## src/rtl/ws2812b_chain_if.sv

```systemverilog
// Memory-bus bundle between the softcore and the WS2812B chain controller.
`timescale 1ns/1ps
interface ws2812b_chain_if;
  logic        mem_valid;
  logic [31:0] mem_addr;
  logic [3:0]  mem_wstrb;
  logic [31:0] mem_wdata;
  logic [31:0] mem_rdata;
  logic        mem_ready;

  modport master (
    output mem_valid, mem_addr, mem_wstrb, mem_wdata,
    input  mem_rdata, mem_ready
  );

  modport slave (
    input  mem_valid, mem_addr, mem_wstrb, mem_wdata,
    output mem_rdata, mem_ready
  );
endinterface

```

## src/rtl/ws2812b_chain.sv

```systemverilog
// WS2812B frame controller: bus-mapped pixel buffer serialised onto din, then the latch gap.
// Define WS2812B_CHAIN_AUTO_EN to enable CTRL.AUTO continuous refresh.
`timescale 1ns/1ps
module ws2812b_chain #(
  parameter logic [31:0] ADDR     = 32'h0000_0000,
  parameter real         CLK_FREQ = 12e6,
  parameter int          NUM_LEDS = 8
) (
  input  logic            clk,
  input  logic            reset,
  ws2812b_chain_if.slave  bus,
  output logic            din
);

  localparam int T0H   = $rtoi(CLK_FREQ * 0.40e-6 + 0.5);
  localparam int T0L   = $rtoi(CLK_FREQ * 0.85e-6 + 0.5);
  localparam int T1H   = $rtoi(CLK_FREQ * 0.80e-6 + 0.5);
  localparam int T1L   = $rtoi(CLK_FREQ * 0.45e-6 + 0.5);
  localparam int RES_C = $rtoi(CLK_FREQ * 300e-6 + 0.5);
  localparam int CW    = $clog2(RES_C + 1);
  localparam int IW    = (NUM_LEDS > 1) ? $clog2(NUM_LEDS) : 1;

  localparam logic [CW-1:0] T0H_M1 = CW'(T0H - 1);
  localparam logic [CW-1:0] T0L_M1 = CW'(T0L - 1);
  localparam logic [CW-1:0] T1H_M1 = CW'(T1H - 1);
  localparam logic [CW-1:0] T1L_M1 = CW'(T1L - 1);
  localparam logic [CW-1:0] RES_M1 = CW'(RES_C - 1);
  localparam logic [IW-1:0] LAST   = IW'(NUM_LEDS - 1);

  // state  | meaning
  // IDLE   | din low, waiting for START / PENDING
  // LOAD   | pixel 0 copied into shift register (GRB)
  // TXH    | high phase of current bit
  // TXL    | low phase; next bit or next pixel loaded on last cycle
  // RES    | latch gap, frame counted on its last cycle
  typedef enum logic [2:0] {S_IDLE, S_LOAD, S_TXH, S_TXL, S_RES} state_t;

  state_t        r_state, w_nxt;
  logic [CW-1:0] r_cnt, w_cnt_nxt;
  logic [23:0]   r_sr, w_sr_nxt;
  logic [4:0]    r_bits, w_bits_nxt;
  logic [IW-1:0] r_idx, w_idx_nxt;
  logic          w_done, w_consume;

  logic [23:0]   r_pix [NUM_LEDS];
  logic          r_ready;
  logic [31:0]   r_rdata;
  logic          r_pending;
  logic [15:0]   r_frames;
  logic          r_din;
  logic          w_auto;

  logic [31:0]   w_off;
  logic          w_hit, w_req, w_wr, w_aligned;
  logic          w_is_ctrl, w_is_stat, w_is_pix;
  logic [IW-1:0] w_pidx;
  logic          w_start;
  logic [31:0]   w_rd;
  logic [IW-1:0] w_ld_idx;
  logic [23:0]   w_ld_pix, w_grb;
  logic          w_busy;
  logic          w_unused;

  assign w_off     = bus.mem_addr - ADDR;
  assign w_hit     = (w_off[31:9] == 23'd0);
  assign w_req     = bus.mem_valid && !r_ready && w_hit;
  assign w_wr      = w_req && (bus.mem_wstrb != 4'b0000);
  assign w_aligned = (w_off[1:0] == 2'b00);
  assign w_is_ctrl = w_aligned && (w_off[8:2] == 7'd0);
  assign w_is_stat = w_aligned && (w_off[8:2] == 7'd1);
  assign w_is_pix  = w_aligned && w_off[8] && ({1'b0, w_off[7:2]} < 7'(NUM_LEDS));
  assign w_pidx    = w_off[IW+1:2];
  assign w_start   = w_wr && w_is_ctrl && bus.mem_wstrb[0] && bus.mem_wdata[0];
  assign w_busy    = (r_state != S_IDLE);
  assign w_unused  = &{1'b0, bus.mem_wdata[31:24], bus.mem_wstrb[3]};

  assign bus.mem_ready = r_ready;
  assign bus.mem_rdata = r_rdata;
  assign din           = r_din;

`ifdef WS2812B_CHAIN_AUTO_EN
  logic r_auto;

  always_ff @(posedge clk) begin
    if (reset) begin
      r_auto <= 1'b0;
    end else if (w_wr && w_is_ctrl && bus.mem_wstrb[0]) begin
      r_auto <= bus.mem_wdata[1];
    end
  end

  assign w_auto = r_auto;
`else
  assign w_auto = 1'b0;
`endif

  always_comb begin
    w_rd = 32'd0;
    if (w_is_ctrl) begin
      w_rd[1] = w_auto;
    end else if (w_is_stat) begin
      w_rd = {r_frames, 14'd0, r_pending, w_busy};
    end else if (w_is_pix) begin
      w_rd[23:0] = r_pix[w_pidx];
    end
  end

  // Buffer is deliberately outside reset so a reset keeps the picture.
  always_ff @(posedge clk) begin
    if (w_wr && w_is_pix) begin
      if (bus.mem_wstrb[0]) r_pix[w_pidx][7:0]   <= bus.mem_wdata[7:0];
      if (bus.mem_wstrb[1]) r_pix[w_pidx][15:8]  <= bus.mem_wdata[15:8];
      if (bus.mem_wstrb[2]) r_pix[w_pidx][23:16] <= bus.mem_wdata[23:16];
    end
  end

  always_ff @(posedge clk) begin
    if (reset) begin
      r_ready   <= 1'b0;
      r_rdata   <= 32'd0;
      r_pending <= 1'b0;
      r_frames  <= 16'd0;
    end else begin
      r_ready <= w_req;
      r_rdata <= w_req ? w_rd : 32'd0;
      if (w_consume) begin
        r_pending <= 1'b0;
      end else if (w_start && w_busy) begin
        r_pending <= 1'b1;
      end
      if (w_done) begin
        r_frames <= r_frames + 16'd1;
      end
    end
  end

  assign w_ld_idx = (r_state == S_TXL) ? r_idx + IW'(1) : '0;
  assign w_ld_pix = r_pix[w_ld_idx];
  assign w_grb    = {w_ld_pix[15:8], w_ld_pix[23:16], w_ld_pix[7:0]};

  always_ff @(posedge clk) begin
    if (reset) begin
      r_state <= S_IDLE;
      r_cnt   <= '0;
      r_sr    <= 24'd0;
      r_bits  <= 5'd0;
      r_idx   <= '0;
      r_din   <= 1'b0;
    end else begin
      r_state <= w_nxt;
      r_cnt   <= w_cnt_nxt;
      r_sr    <= w_sr_nxt;
      r_bits  <= w_bits_nxt;
      r_idx   <= w_idx_nxt;
      r_din   <= (w_nxt == S_TXH);
    end
  end

  always_comb begin
    w_nxt      = r_state;
    w_cnt_nxt  = r_cnt;
    w_sr_nxt   = r_sr;
    w_bits_nxt = r_bits;
    w_idx_nxt  = r_idx;
    w_done     = 1'b0;
    w_consume  = 1'b0;
    case (r_state)
      S_IDLE: begin
        if (w_start || r_pending) begin
          w_nxt     = S_LOAD;
          w_consume = 1'b1;
        end
      end
      S_LOAD: begin
        w_sr_nxt   = w_grb;
        w_idx_nxt  = '0;
        w_bits_nxt = 5'd23;
        w_cnt_nxt  = w_grb[23] ? T1H_M1 : T0H_M1;
        w_nxt      = S_TXH;
      end
      S_TXH: begin
        if (r_cnt == '0) begin
          w_cnt_nxt = r_sr[23] ? T1L_M1 : T0L_M1;
          w_nxt     = S_TXL;
        end else begin
          w_cnt_nxt = r_cnt - CW'(1);
        end
      end
      S_TXL: begin
        if (r_cnt != '0) begin
          w_cnt_nxt = r_cnt - CW'(1);
        end else if (r_bits != 5'd0) begin
          w_sr_nxt   = {r_sr[22:0], 1'b0};
          w_bits_nxt = r_bits - 5'd1;
          w_cnt_nxt  = r_sr[22] ? T1H_M1 : T0H_M1;
          w_nxt      = S_TXH;
        end else if (r_idx == LAST) begin
          w_cnt_nxt = RES_M1;
          w_nxt     = S_RES;
        end else begin
          // Next pixel fetched from the live buffer, so later-pixel writes land this frame.
          w_sr_nxt   = w_grb;
          w_idx_nxt  = w_ld_idx;
          w_bits_nxt = 5'd23;
          w_cnt_nxt  = w_grb[23] ? T1H_M1 : T0H_M1;
          w_nxt      = S_TXH;
        end
      end
      S_RES: begin
        if (r_cnt != '0) begin
          w_cnt_nxt = r_cnt - CW'(1);
        end else begin
          w_done = 1'b1;
          if (r_pending || w_start || w_auto) begin
            w_consume = 1'b1;
            w_nxt     = S_LOAD;
          end else begin
            w_nxt = S_IDLE;
          end
        end
      end
      default: w_nxt = S_IDLE;
    endcase
  end

endmodule

```

## src/flat_wrapper.sv

```systemverilog
// flat-port wrapper written by rule: the top's interface ports become plain ports
module ws2812b_chain_flat 
#(
  parameter logic [31:0] ADDR     = 32'h0000_0000,
  parameter real         CLK_FREQ = 12e6,
  parameter int          NUM_LEDS = 8
)
  (clk, reset, din, bus_mem_valid, bus_mem_addr, bus_mem_wstrb, bus_mem_wdata, bus_mem_rdata, bus_mem_ready);
  ws2812b_chain_if bus_i ();
  input  logic clk;
  input  logic reset;
  output logic din;
  input wire logic [$bits(bus_i.mem_valid)-1:0] bus_mem_valid;
  input wire logic [$bits(bus_i.mem_addr)-1:0] bus_mem_addr;
  input wire logic [$bits(bus_i.mem_wstrb)-1:0] bus_mem_wstrb;
  input wire logic [$bits(bus_i.mem_wdata)-1:0] bus_mem_wdata;
  output wire logic [$bits(bus_i.mem_rdata)-1:0] bus_mem_rdata;
  output wire logic [$bits(bus_i.mem_ready)-1:0] bus_mem_ready;
  assign bus_i.mem_valid = bus_mem_valid;
  assign bus_i.mem_addr = bus_mem_addr;
  assign bus_i.mem_wstrb = bus_mem_wstrb;
  assign bus_i.mem_wdata = bus_mem_wdata;
  assign bus_mem_rdata = bus_i.mem_rdata;
  assign bus_mem_ready = bus_i.mem_ready;
  ws2812b_chain #(.ADDR(ADDR), .CLK_FREQ(CLK_FREQ), .NUM_LEDS(NUM_LEDS)) u_core (.clk(clk), .reset(reset), .bus(bus_i), .din(din));
endmodule
```

## config.mk

```make
export PLATFORM = sky130hd
export DESIGN_NAME = ws2812b_chain_flat
export DESIGN_NICKNAME = d
export VERILOG_FILES = /design/src/rtl/ws2812b_chain_if.sv /design/src/rtl/ws2812b_chain.sv /design/src/flat_wrapper.sv
export SDC_FILE = /design/constraint.sdc
export NUM_CORES = 1
export LEC_CHECK = 0
export BUFFER_PORTS_ARGS = -buffer_cell sky130_fd_sc_hd__buf_2
export CAP_MARGIN = 40
export CORE_ASPECT_RATIO = 1.4
export CORE_MARGIN = 2
export CORE_UTILIZATION = 50
export CTS_BUF_LIST = sky130_fd_sc_hd__clkbuf_2
export CTS_CLUSTER_SIZE = 12
export DETAILED_ROUTE_END_ITERATION = 16
export GPL_TIMING_DRIVEN = 0
export MAX_ROUTING_LAYER = met4
export PLACE_DENSITY = 0.67
export RECOVER_POWER = 50
export SLEW_MARGIN = 20
export SYNTH_ARGS = -nofsm -noshare
export SYNTH_HDL_FRONTEND = slang
export SYNTH_SLANG_ARGS = --single-unit
export TNS_END_PERCENT = 1
```

## constraint.sdc

```tcl
create_clock -name clk -period 3.4 [get_ports clk]
set_clock_uncertainty 0.15 [all_clocks]
set_input_delay 0.34 -clock clk [delete_from_list [all_inputs] [get_ports clk]]
set_output_delay 0.34 -clock clk [all_outputs]
set_load 0.005 [all_outputs]
```

==> qor.yml <==
core_area_sq_mm: 0.0260
switching_share_pct: 24.6
p_seq_share_pct: 59.5
final_util_pct: 59.5
power_mw: 6.30
endpoint_kind: "register"
drc_errors: 0
drtIter0Drc: 843
min_from: "bus_mem_addr[2]"
slew_violations: 0
r2r-start: "u_core.r_idx[0]"
p_per_area_mw_per_mm2: 407
crit_type: "reg -> reg"
rsz0062_at_grt: "yes"
htree_levels: 3
ys_warn_count: 0
track_usage_pct: 29.0
fp.dieW_um: 141
cts_sinks: 290
place.gp.congestion: 0.906
comb_power_share_pct: 4.4
cts_made_buffers: 70
whs_ns: 0.0933
postPlaceCellArea_sq_mm: 0.0144
stdcell_count: 1686
dp.cells: 1509
startpoint: "u_core.r_idx[0]"
drt_first_pass_iters: 7
worst_skew_pair.late_latency_ns: 0.91
fin_crit_sh_pct: 96.9
grt_pass1_wl_um: 57900
dp_hpwl_um: 27300
grt_max_degree: 11
nets: 1384
finalWirelength_um: 38600
p_clk_share_pct: 36.2
min_path_type: "in -> reg"
via_per_inst: 6.03
path_max_fanout: 10
avgSynthCellArea_sq_um: 12.5
status: "finished, final reports clean"
via_count: 10200
syn_inst: 1057
grt-ovfl-total: 0
cts_root_buffer: "clkbuf_2"
ant_nets: 0
setup_viol_count_final: 0
drive_above_1_share_pct: 23.7
yosys.cell_types.count: 56
antenna_found_initial: 2
async_reset_ff_share_pct: 0
p_leak_nw: 5.35
placementRows: 70
fillers: 2142
max_freq_mhz: 304
switching_power_mw: 1.55
worst-slew-pin-transition_ns: 0.913
postSynthNetCount: 1134
die-area_sq_mm: 0.0277
synthFlopType: "edfxtp_1"
clk_path_buf_depth: 3
cap_viol_max_count: 0
start_util_pct: 50.7
p_int_mw: 4.75
fin_area_sq_mm: 0.0155
layout_min_cycle_time_ns: 3.29
critPathLaunchType: "register"
ys_seq_area_share_pct: 58.5
required_ns: 4.04
port_buffers: 93
grt_pass1_vias: 10300
clkSlewWorstSetupHoldPaths_ns: 0.12
irDropWorstVdd_mv: 0.267
yosys_register_bits: 290
synth-edff-count: 192
cts_tree: "yes"
final-hold-violation-count: 0
ios: 105
wl_per_cell_um: 22.9
arrival_ns: 3.94
die_height_um: 196
syn_area_sq_mm: 0.0132
slew_headroom_pct: 38.3
area_delta_synth_final_pct: 17.3
-- sequential cells by signal, indices dropped and copies added (netlist names) --
register,cells
u_core.r_cnt,12
u_core.bus.mem_ready,1
u_core.r_pending,1
u_core.r_idx,3
u_core.r_pix,192
u_core.din,1
u_core.r_state,3
u_core.r_sr,24
u_core.r_frames,16
u_core.bus.mem_rdata,32
u_core.r_bits,5
-- kinds of logic (layout without fill, tap and decap cells) --
family,after synthesis,count (layout),share of synthesized area [%]
adders and majority gates,6,6,0.569
buffers and inverters,83,386,2.52
AOI/OAI and AO/OA,200,200,9.48
DFF,290,290,58.5
other,0,2,0
and+or+nand+nor,310,310,11.3
xor gates and xnor gates,17,17,1.13
muxes,151,151,16.4
-- per-stage QoR --
step,setup slack [ns],TNS (ns)
after floorplan,0.577,0
after global placement,-0.244,-13.87
after detailed placement,-0.0848,-0.223
after CTS,0.0358,0
after global routing,-0.0468,-0.152
final,0.105,0
-- repair_timing --
item	CTS	global route
gates resized for setup	0	13
pin swaps	1	1
hold buffers	44	0
setup buffers	2	0
setup endpoints to repair	10	19
hold endpoints to repair	290	0
-- cell type report --
| class | instances | area (sq um) | area share, % |
|---|---|---|---|
| inverters | 9 | 33.8 | 0.218 |
| multi-input cells | 684 | 5150 | 33.3 |
| diodes | 2 | 5.00 | 0.0323 |
| clock buffers | 101 | 505 | 3.26 |
| flip-flops and latches | 290 | 7730 | 49.9 |
| repair buffers | 179 | 1230 | 7.96 |
| clock inverters | 24 | 123 | 0.792 |
| well taps | 324 | 405 | 2.62 |
| plain buffers | 73 | 302 | 1.95 |
-- power by group through the flow --
stage | sequential (mW) | combinational (mW) | clock [mW]
final | 3.75 | 0.275 | 2.28
after global routing | 3.75 | 0.291 | 2.51
after CTS | 3.75 | 0.271 | 2.31
after detailed placement | 3.83 | 0.238 | 0
after global placement | 3.83 | 0.227 | 0
after floorplan | 3.83 | 0.122 | 0
-- synth_stat cells (all sizes together), types with 3 or more instances --
library cell	number	share of area, %
edfxtp	192	44
and2	14	0.66
inv	9	0.26
o2bb2ai	4	0.27
o2111ai	6	0.40
nand2	66	1.9
o221ai	7	0.46
mux2i	68	5.2
nor2b	11	0.52
a21oi	57	2.2
clkbuf	53	1.5
ha	6	0.57
nor3b	4	0.23
nor4	13	0.62
buf	21	0.76
nand3	34	1.3
or3b	3	0.20
a211oi	8	0.46
nand3b	4	0.23
xor2	9	0.60
mux2	34	2.9
nor2	101	2.9
or4	3	0.23
or2	11	0.52
o21ai	57	2.2
dfxtp	98	15
mux4	49	8.4
or3	7	0.33
nand2b	5	0.24
o22ai	20	0.95
nor3	20	0.76
a311oi	20	1.3
xnor2	8	0.53
a221oi	5	0.33
nand4	7	0.33
-- worst max-delay path, stage by stage (launching register included) --
cell	delay (ns)
dfxtp_1	0.42
nor4bb_1	0.30
clkbuf_2	0.33
clkbuf_1	0.42
buf_6	0.21
buf_2	0.42
mux2i_1	0.17
o22ai_1	0.15
nand3_1	0.25
a311oi_1	0.35
-- path summary, 6_finish.rpt --
path                endpoint  slack (ns)  cells past startpoint
max          u_core.r_sr[22]        0.11                      9
min               u_core.din        0.09                      6
max reg2reg  u_core.r_sr[22]        0.11                      9
min reg2reg  u_core.r_sr[14]        0.30                      2
-- routing by layer --
metal	vias up	global-route usage, %	share of wire [%]
met1	4938	32.9	37
met3	101	5.98	8.1
met5	-	-	0
met2	536	49.0	51
met4	0	13.7	4.1
li1	4600	-	-
-- cell usage in the layout, fill, tap and decap left out, drive strengths merged, types with 34 or more instances in the layout --
cell / netlist / layout
a21oi: 57 / 57
buf: 21 / 116
clkbuf: 53 / 193
dfxtp: 98 / 98
dlygate4sd3: 0 / 43
edfxtp: 192 / 192
mux2: 34 / 34
mux2i: 68 / 68
mux4: 49 / 49
nand2: 66 / 66
nand3: 34 / 34
nor2: 101 / 101
o21ai: 57 / 57
No activity file was read; power rests on OpenSTA's default activity.
